===== src/rtl/ks_adder_pipe.sv =====
// Pipelined Kogge-Stone adder/subtractor with valid/ready handshake and full
// backpressure. Stage 0 registers per-bit generate/propagate. Each middle stage
// registers the group G/P after LVL_PER_STG prefix levels. The last register
// holds the finished sum, carry-out, signed-overflow flag and tag.
module ks_adder_pipe #(
  parameter int WIDTH       = 16,
  parameter int LVL_PER_STG = 2,
  parameter int TAG_W       = 4
) (
  input  logic             clk,
  input  logic             rst,
  input  logic             in_valid,
  output logic             in_ready,
  input  logic [WIDTH-1:0] A,
  input  logic [WIDTH-1:0] B,
  input  logic             cin,
  input  logic             sub,
  input  logic [TAG_W-1:0] tag_in,
  output logic             out_valid,
  input  logic             out_ready,
  output logic [WIDTH-1:0] sum,
  output logic             cout,
  output logic             ovf,
  output logic [TAG_W-1:0] tag_out
);

  localparam int L      = $clog2(WIDTH);
  localparam int NSTAGE = (L + LVL_PER_STG - 1) / LVL_PER_STG + 1;
  // number of stages that still carry prefix state (all but the result stage)
  localparam int NPRE   = NSTAGE - 1;

  if (WIDTH < 2)       begin : g_bad_width $error("WIDTH must be >= 2");       end
  if (LVL_PER_STG < 1) begin : g_bad_lvl   $error("LVL_PER_STG must be >= 1"); end
  if (TAG_W < 1)       begin : g_bad_tag   $error("TAG_W must be >= 1");       end

  // Apply Kogge-Stone levels lo..hi-1 (span 2^level) to a group G/P pair.
  // Levels at or beyond L are never applied, so hi may overshoot.
  function automatic logic [2*WIDTH-1:0] ks_levels(
    input logic [WIDTH-1:0] g_in,
    input logic [WIDTH-1:0] p_in,
    input int               lo,
    input int               hi
  );
    logic [WIDTH-1:0] g;
    logic [WIDTH-1:0] p;
    logic [WIDTH-1:0] g_nx;
    logic [WIDTH-1:0] p_nx;
    int               span;
    g = g_in;
    p = p_in;
    for (int lv = 0; lv < L; lv++) begin
      if (lv >= lo && lv < hi) begin
        span = 1 << lv;
        g_nx = g;
        p_nx = p;
        for (int i = 0; i < WIDTH; i++) begin
          if (i >= span) begin
            g_nx[i] = g[i] | (p[i] & g[i-span]);
            p_nx[i] = p[i] & p[i-span];
          end
        end
        g = g_nx;
        p = p_nx;
      end
    end
    return {g, p};
  endfunction

  // Form carries from fully-resolved group G/P and c0.
  // The result is packed as {ovf, cout, sum}.
  function automatic logic [WIDTH+1:0] ks_result(
    input logic [WIDTH-1:0] g,
    input logic [WIDTH-1:0] p,
    input logic [WIDTH-1:0] p0,
    input logic             c0
  );
    logic [WIDTH:0] c;
    c[0] = c0;
    for (int i = 0; i < WIDTH; i++) begin
      c[i+1] = g[i] | (p[i] & c0);
    end
    return {c[WIDTH-1] ^ c[WIDTH], c[WIDTH], p0 ^ c[WIDTH-1:0]};
  endfunction

  logic [NSTAGE-1:0] vld_p;
  logic [NSTAGE-1:0] adv;
  logic [NSTAGE-1:0] load;
  logic              accept;

  logic [WIDTH-1:0]  b_eff;
  logic              c0_in;

  logic [WIDTH-1:0]  gg_p  [NPRE];
  logic [WIDTH-1:0]  pg_p  [NPRE];
  logic [WIDTH-1:0]  p0_p  [NPRE];
  logic              c0_p  [NPRE];
  logic [TAG_W-1:0]  tag_p [NPRE];

  logic [WIDTH-1:0]  gg_nx  [NPRE];
  logic [WIDTH-1:0]  pg_nx  [NPRE];
  logic [WIDTH-1:0]  p0_nx  [NPRE];
  logic              c0_nx  [NPRE];
  logic [TAG_W-1:0]  tag_nx [NPRE];

  logic [WIDTH-1:0]  g_fin;
  logic [WIDTH-1:0]  p_fin;
  logic [WIDTH+1:0]  res;

  // Subtraction is A + ~B + 1, so sub forces the carry-in high.
  assign b_eff = sub ? ~B : B;
  assign c0_in = sub | cin;

  // Advance chain, resolved from the output end back toward the input.
  // A stage moves when it holds data and the next stage is empty or moving.
  always_comb begin
    adv = '0;
    adv[NSTAGE-1] = vld_p[NSTAGE-1] & out_ready;
    for (int k = NSTAGE - 2; k >= 0; k--) begin
      adv[k] = vld_p[k] & (~vld_p[k+1] | adv[k+1]);
    end
  end

  assign in_ready  = ~rst & (~vld_p[0] | adv[0]);
  assign accept    = in_valid & in_ready;
  // stage k is written when its upstream neighbour hands data forward
  assign load      = {adv[NSTAGE-2:0], accept};
  assign out_valid = vld_p[NSTAGE-1];

  // Stage valid bits: set by an incoming load, cleared when the stage empties.
  always_ff @(posedge clk) begin
    if (rst) begin
      vld_p <= '0;
    end else begin
      vld_p <= load | (vld_p & ~adv);
    end
  end

  // Next-state values for every prefix-holding stage.
  always_comb begin
    // ---- stage 0: per-bit generate / propagate ----
    gg_nx[0]  = A & b_eff;
    pg_nx[0]  = A ^ b_eff;
    p0_nx[0]  = A ^ b_eff;
    c0_nx[0]  = c0_in;
    tag_nx[0] = tag_in;
    // ---- stages 1..NPRE-1: LVL_PER_STG prefix levels each ----
    for (int k = 1; k < NPRE; k++) begin
      {gg_nx[k], pg_nx[k]} = ks_levels(gg_p[k-1], pg_p[k-1],
                                       (k - 1) * LVL_PER_STG, k * LVL_PER_STG);
      p0_nx[k]  = p0_p[k-1];
      c0_nx[k]  = c0_p[k-1];
      tag_nx[k] = tag_p[k-1];
    end
  end

  // Prefix pipeline registers. They only change on a load, so a stalled stage
  // keeps its contents without needing a reset.
  always_ff @(posedge clk) begin
    for (int k = 0; k < NPRE; k++) begin
      if (load[k]) begin
        gg_p[k]  <= gg_nx[k];
        pg_p[k]  <= pg_nx[k];
        p0_p[k]  <= p0_nx[k];
        c0_p[k]  <= c0_nx[k];
        tag_p[k] <= tag_nx[k];
      end
    end
  end

  // Remaining prefix levels plus carry/sum formation feed the result register.
  always_comb begin
    // ---- stage NSTAGE-1: last (possibly partial) set of levels and sum ----
    {g_fin, p_fin} = ks_levels(gg_p[NPRE-1], pg_p[NPRE-1],
                               (NPRE - 1) * LVL_PER_STG, L);
    res = ks_result(g_fin, p_fin, p0_p[NPRE-1], c0_p[NPRE-1]);
  end

  // Result register. Outputs come only from here and stay still while stalled.
  always_ff @(posedge clk) begin
    if (rst) begin
      sum     <= '0;
      cout    <= 1'b0;
      ovf     <= 1'b0;
      tag_out <= '0;
    end else if (load[NSTAGE-1]) begin
      {ovf, cout, sum} <= res;
      tag_out          <= tag_p[NPRE-1];
    end
  end

endmodule


===== config.mk =====
export PLATFORM = sky130hd
export DESIGN_NAME = ks_adder_pipe
export DESIGN_NICKNAME = d
export VERILOG_FILES = /design/src/rtl/ks_adder_pipe.sv
export SDC_FILE = /design/constraint.sdc
export NUM_CORES = 1
export LEC_CHECK = 0
export BUFFER_PORTS_ARGS = -buffer_cell sky130_fd_sc_hd__buf_2
export CAP_MARGIN = 25
export CORE_MARGIN = 1.5
export CORE_UTILIZATION = 45
export CTS_BUF_LIST = sky130_fd_sc_hd__clkbuf_4 sky130_fd_sc_hd__clkbuf_8 sky130_fd_sc_hd__clkbuf_16
export DETAILED_ROUTE_END_ITERATION = 6
export PLACE_DENSITY = 0.71
export SYNTH_ARGS = -nofsm -noshare
export SYNTH_HDL_FRONTEND = slang
export SYNTH_SLANG_ARGS = --single-unit

===== constraint.sdc =====
create_clock -name clk -period 6.9 [get_ports clk]
set_clock_uncertainty 0.2 [all_clocks]
set_input_delay 0.345 -clock clk [delete_from_list [all_inputs] [get_ports clk]]
set_output_delay 0.345 -clock clk [all_outputs]
set_load 0.05 [all_outputs]

==> impl_summary.txt <==
----------------------------------------------------
[Run status]
  Result of the run ... finished clean

[Yosys]
  Cells taking the most area after synthesis ... sky130_fd_sc_hd__edfxtp_1 (56%), sky130_fd_sc_hd__dfxtp_1 (11%), sky130_fd_sc_hd__ha_1 (4.5%)
  Area share of the largest cell type after synthesis ... 0.5643
  Combinational family with the most area after synthesis ... simple AND/OR/NAND/NOR gates
  Share of synthesized area occupied by flip-flops and latches ... 0.6700
  XOR/XNOR Fraction of Synth Area ... 0.04254
  Gate Count Post-Synth ... 358
  Synthesized netlist net count ... 417
  Share of async-settable or async-resettable flops after synthesis ... 0
  Average cell area after synthesis ... 13.23 µm²
  Share of the synthesized area in compound gates (AO/OA/AOI/OAI) ... 0.09828
  Number of register bits inferred by synthesis ... 114
  Main synth FF type ... sky130_fd_sc_hd__edfxtp_1
  Fraction of the mapped netlist area in simple logic gates ... 0.1295
  Number of flops mapped to enable cells by yosys ... 89
  Synthesized cell area ... 4736 µm²
  Yosys cell types ... 39
  Portion of netlist area occupied by mux cells ... 0
  Synth Area in Adders ... 0.04491
  Count of warnings emitted by yosys ... 0
  Top cell type by total area after synthesis ... sky130_fd_sc_hd__edfxtp_1

[Min path]
  Min-Delay Path Depth ... 3
  Worst hold path endpoint ... pg_p[0][15]$_DFFE_PP_
  Worst min-delay path class ... in -> reg
  Min-delay src ... B[15]

[Clock network]
  Clock root cell ... sky130_fd_sc_hd__clkbuf_8
  Clock latency on the worst-skew pair ... 0.51 ns
  Clock transition at the registers of the reported paths ... 0.06 ns
  Maximum number of buffers from clock root to sink ... 2
  Maximum level of the CTS H-tree ... 4
  Total CTS buffers ... 17
  Number of instances resized during post-cts repair ... 0
  Number of buffers inserted by post-CTS setup repair ... 0
  Number of buffers inserted for hold repair after clock tree synthesis ... 23
  Total clock sinks ... 114
  Clock tree from TritonCTS ... done

[Global route]
  Congestion Overflow GR ... 0
  Number of global-route vias before repair ... 2997
  Initial antenna violation count ... 0
  Pin count of the biggest net entering global routing ... 53
  Global-route wire length before repair ... 13.87 mm
  All-Layer GR Usage ... 0.1645

[Setup path]
  Cells on worst reg2reg path ... 3
  Setup slack of the most critical reg-to-reg path ... 4.83 ns
  Cell breakdown of the critical path ... dlygate4sd3_1, buf_2, nor2b_1, a31oi_1, buf_2
  Type of element capturing the critical path ... primary output
  Standard cell with the maximum stage delay on the critical path ... sky130_fd_sc_hd__dlygate4sd3_1
  Required arrival time at the worst endpoint ... 6.36 ns
  Worst-path maximum fanout ... 5
  Crit-path max cell delay ... 0.53 ns
  Worst setup path startpoint ... out_ready
  Worst endpoint data arrival time ... 1.76 ns
  Critical path's most frequent cell ... sky130_fd_sc_hd__buf_2
  Critical path buffer and inverter count ... 3
  Largest delay share family, worst path ... buffers and inverters
  Worst setup SP type ... input pin
  RR Endpoint ... sum[13]$_SDFFE_PP0P_
  Critical path start-end classification ... in -> out
  Worst flop-to-flop path startpoint ... vld_p[1]$_SDFF_PP0_

[Placement]
  Number of buffers inserted by port buffering ... 65
  Total half-perimeter wirelength after legalization and detailed placement ... 5.733 mm
  Routability cong. ... 0.7870
  Cell area reported after detailed placement ... 5202 µm²

[Routing]
  Vias per cell ... 5.134
  Average wire length per cell after detail routing ... 14.47 µm
  Vias after detailed routing ... 3101
  WL met1 ... 4.015 mm
  Highest routing layer actually used ... met4
  Wire length after detailed routing ... 8.741 mm
  Final ANT Viol Nets ... 0
  Number of DRC violations after detailed-routing iteration 0 ... 217
  Routed length on met3 ... 516 µm
  DRC ... 0
  Total iterations of the first detailed-routing run ... 4
  WL met2 ... 4.062 mm

[Pwr]
  Power density normalized to cell area ... 296.8 nW/µm²
  Static Leak ... 2.263 nW
  IR drop worst, VDD ... 0.1715 mV

[Floorplanning]
  Number of ports placed on the die boundary ... 66
  Number of standard-cell rows in the floorplan ... 37
  Initial cell density of the core ... 0.4608
  Std-Cell Core Area ... 10280 µm²
  Die area ... 11150 µm²
  Height of the die ... 105.6 µm
  Die extent in x ... 105.6 µm

[Timing]
  Slew at the pin closest to its max-slew limit ... 0.9439 ns
  Max-slew violation count ... 0
  Accumulated negative setup slack ... 0 ns
  Crit share post-route ... 0.3345
  Setup repair after global routing missed its margin ... false
  Setup violators final ... 0
  Achievable frequency ... 433.2 MHz
  Number of hold-slack violations in the final timing report ... 0
  Relative slew margins ... 0.3707
  Tmin final ... 2.308 ns

[Layout]
  Share of layout cells above drive strength 1 ... 0.2201
  Antenna diodes ... 0
  Final std cell area, no fill ... 6000 µm²
  Layout Nets ... 514
  Post-Route Utilization ... 0.5838
  Number of fillers in the final layout ... 860
  Total area of sequential cells ... 3173 µm²
  Area taken by multi-input logic gates ... 1504 µm²
  Layout area overhead ... 26.68%

[Run]
  Number of max-cap violations ... 0

----------------------------------------------------
layer usage:
| metal | global-route usage | vias to the layer above |
|---|---|---|
| met3 | 0.04082 | 17 |
| li1 | - | 1529 |
| met4 | 0.08205 | 0 |
| met5 | 0 | - |
| met1 | 0.2081 | 1450 |
| met2 | 0.2642 | 105 |
cells in the mapped netlist, types with 4 or more instances:
library cell,n
sky130_fd_sc_hd__nand2_1,37
sky130_fd_sc_hd__buf_2,8
sky130_fd_sc_hd__edfxtp_1,89
sky130_fd_sc_hd__clkbuf_1,4
sky130_fd_sc_hd__nand3_1,5
sky130_fd_sc_hd__dfxtp_1,25
sky130_fd_sc_hd__or4b_1,6
sky130_fd_sc_hd__ha_1,17
sky130_fd_sc_hd__nand2b_1,4
sky130_fd_sc_hd__nor3b_1,5
sky130_fd_sc_hd__and3_1,5
sky130_fd_sc_hd__xor2_1,21
sky130_fd_sc_hd__nand4_1,5
sky130_fd_sc_hd__nor2_1,26
sky130_fd_sc_hd__o21ai_0,17
sky130_fd_sc_hd__a21oi_1,28
sky130_fd_sc_hd__nand3b_1,11
sky130_fd_sc_hd__inv_1,4
sky130_fd_sc_hd__o211ai_1,7
flip-flops by register name, summed over array words and instances, names as in the netlist:
| signal | flops |
|---|---|
| c0_p | 2 |
| cout | 1 |
| gg_p | 32 |
| ovf | 1 |
| p0_p | 15 |
| pg_p | 32 |
| sum | 16 |
| tag_out | 4 |
| tag_p | 8 |
| vld_p | 3 |
logic make-up after synthesis:
family | after synthesis
adder cells (fa/ha/maj) | 17
buffers and inverters | 16
AND/OR/NAND/NOR | 116
AO/OA/AOI/OAI | 72
flip-flops | 114
XOR/XNOR | 23
per-stage QoR:
stage                     worst slack, ns  hold WS, ns  total power [mW]  instances
after floorplan                     1.620       0.2003            0.9122        358
final                               4.592      0.08588             1.780        604
after global placement              4.879       0.2047            0.9528        549
after CTS                           4.609      0.07477             1.790        604
after global routing                4.490      0.08348             1.841        604
after detailed placement            4.823       0.2045            0.9562        549
worst min-delay path: stages:
cell and delay, ns:
sky130_fd_sc_hd__buf_2 0.08, sky130_fd_sc_hd__xor2_1 0.14, sky130_fd_sc_hd__ha_1 0.13
cell usage in the layout (no fill, tap or decap), drive strengths merged, types with 11 or more instances in the layout:
cell          n
buf          67
edfxtp       89
clkbuf       18
nand3b       11
nor2         26
o21ai        18
xor2         21
dfxtp        25
nand2        37
dlygate4sd3  23
a21oi        30
ha           17
power breakdown:
group          total [mW]  switching [mW]  internal, mW
clock               0.827           0.284         0.543
sequential          0.822          0.0283         0.793
combinational       0.132          0.0805        0.0514
total                1.78           0.392          1.39
final cells by class:
cell class	instances	share of cell area
timing repair buffer	90	0.09510
inverter	4	0.002503
tap	136	0.02836
multi-input combinational	228	0.2507
clock inverter	14	0.02419
sequential	114	0.5289
clock buffer	18	0.07028
worst max path at each step:
stage,end,cells after the start
detailed placement,gg_p[0][13]$_DFFE_PP_,4
floorplan,c0_p[0][1]$_DFFE_PP_,2
finish,in_ready,5
global placement,gg_p[0][14]$_DFFE_PP_,4
CTS,in_ready,5
global route,in_ready,5
Power figures use the tool's default switching activity.
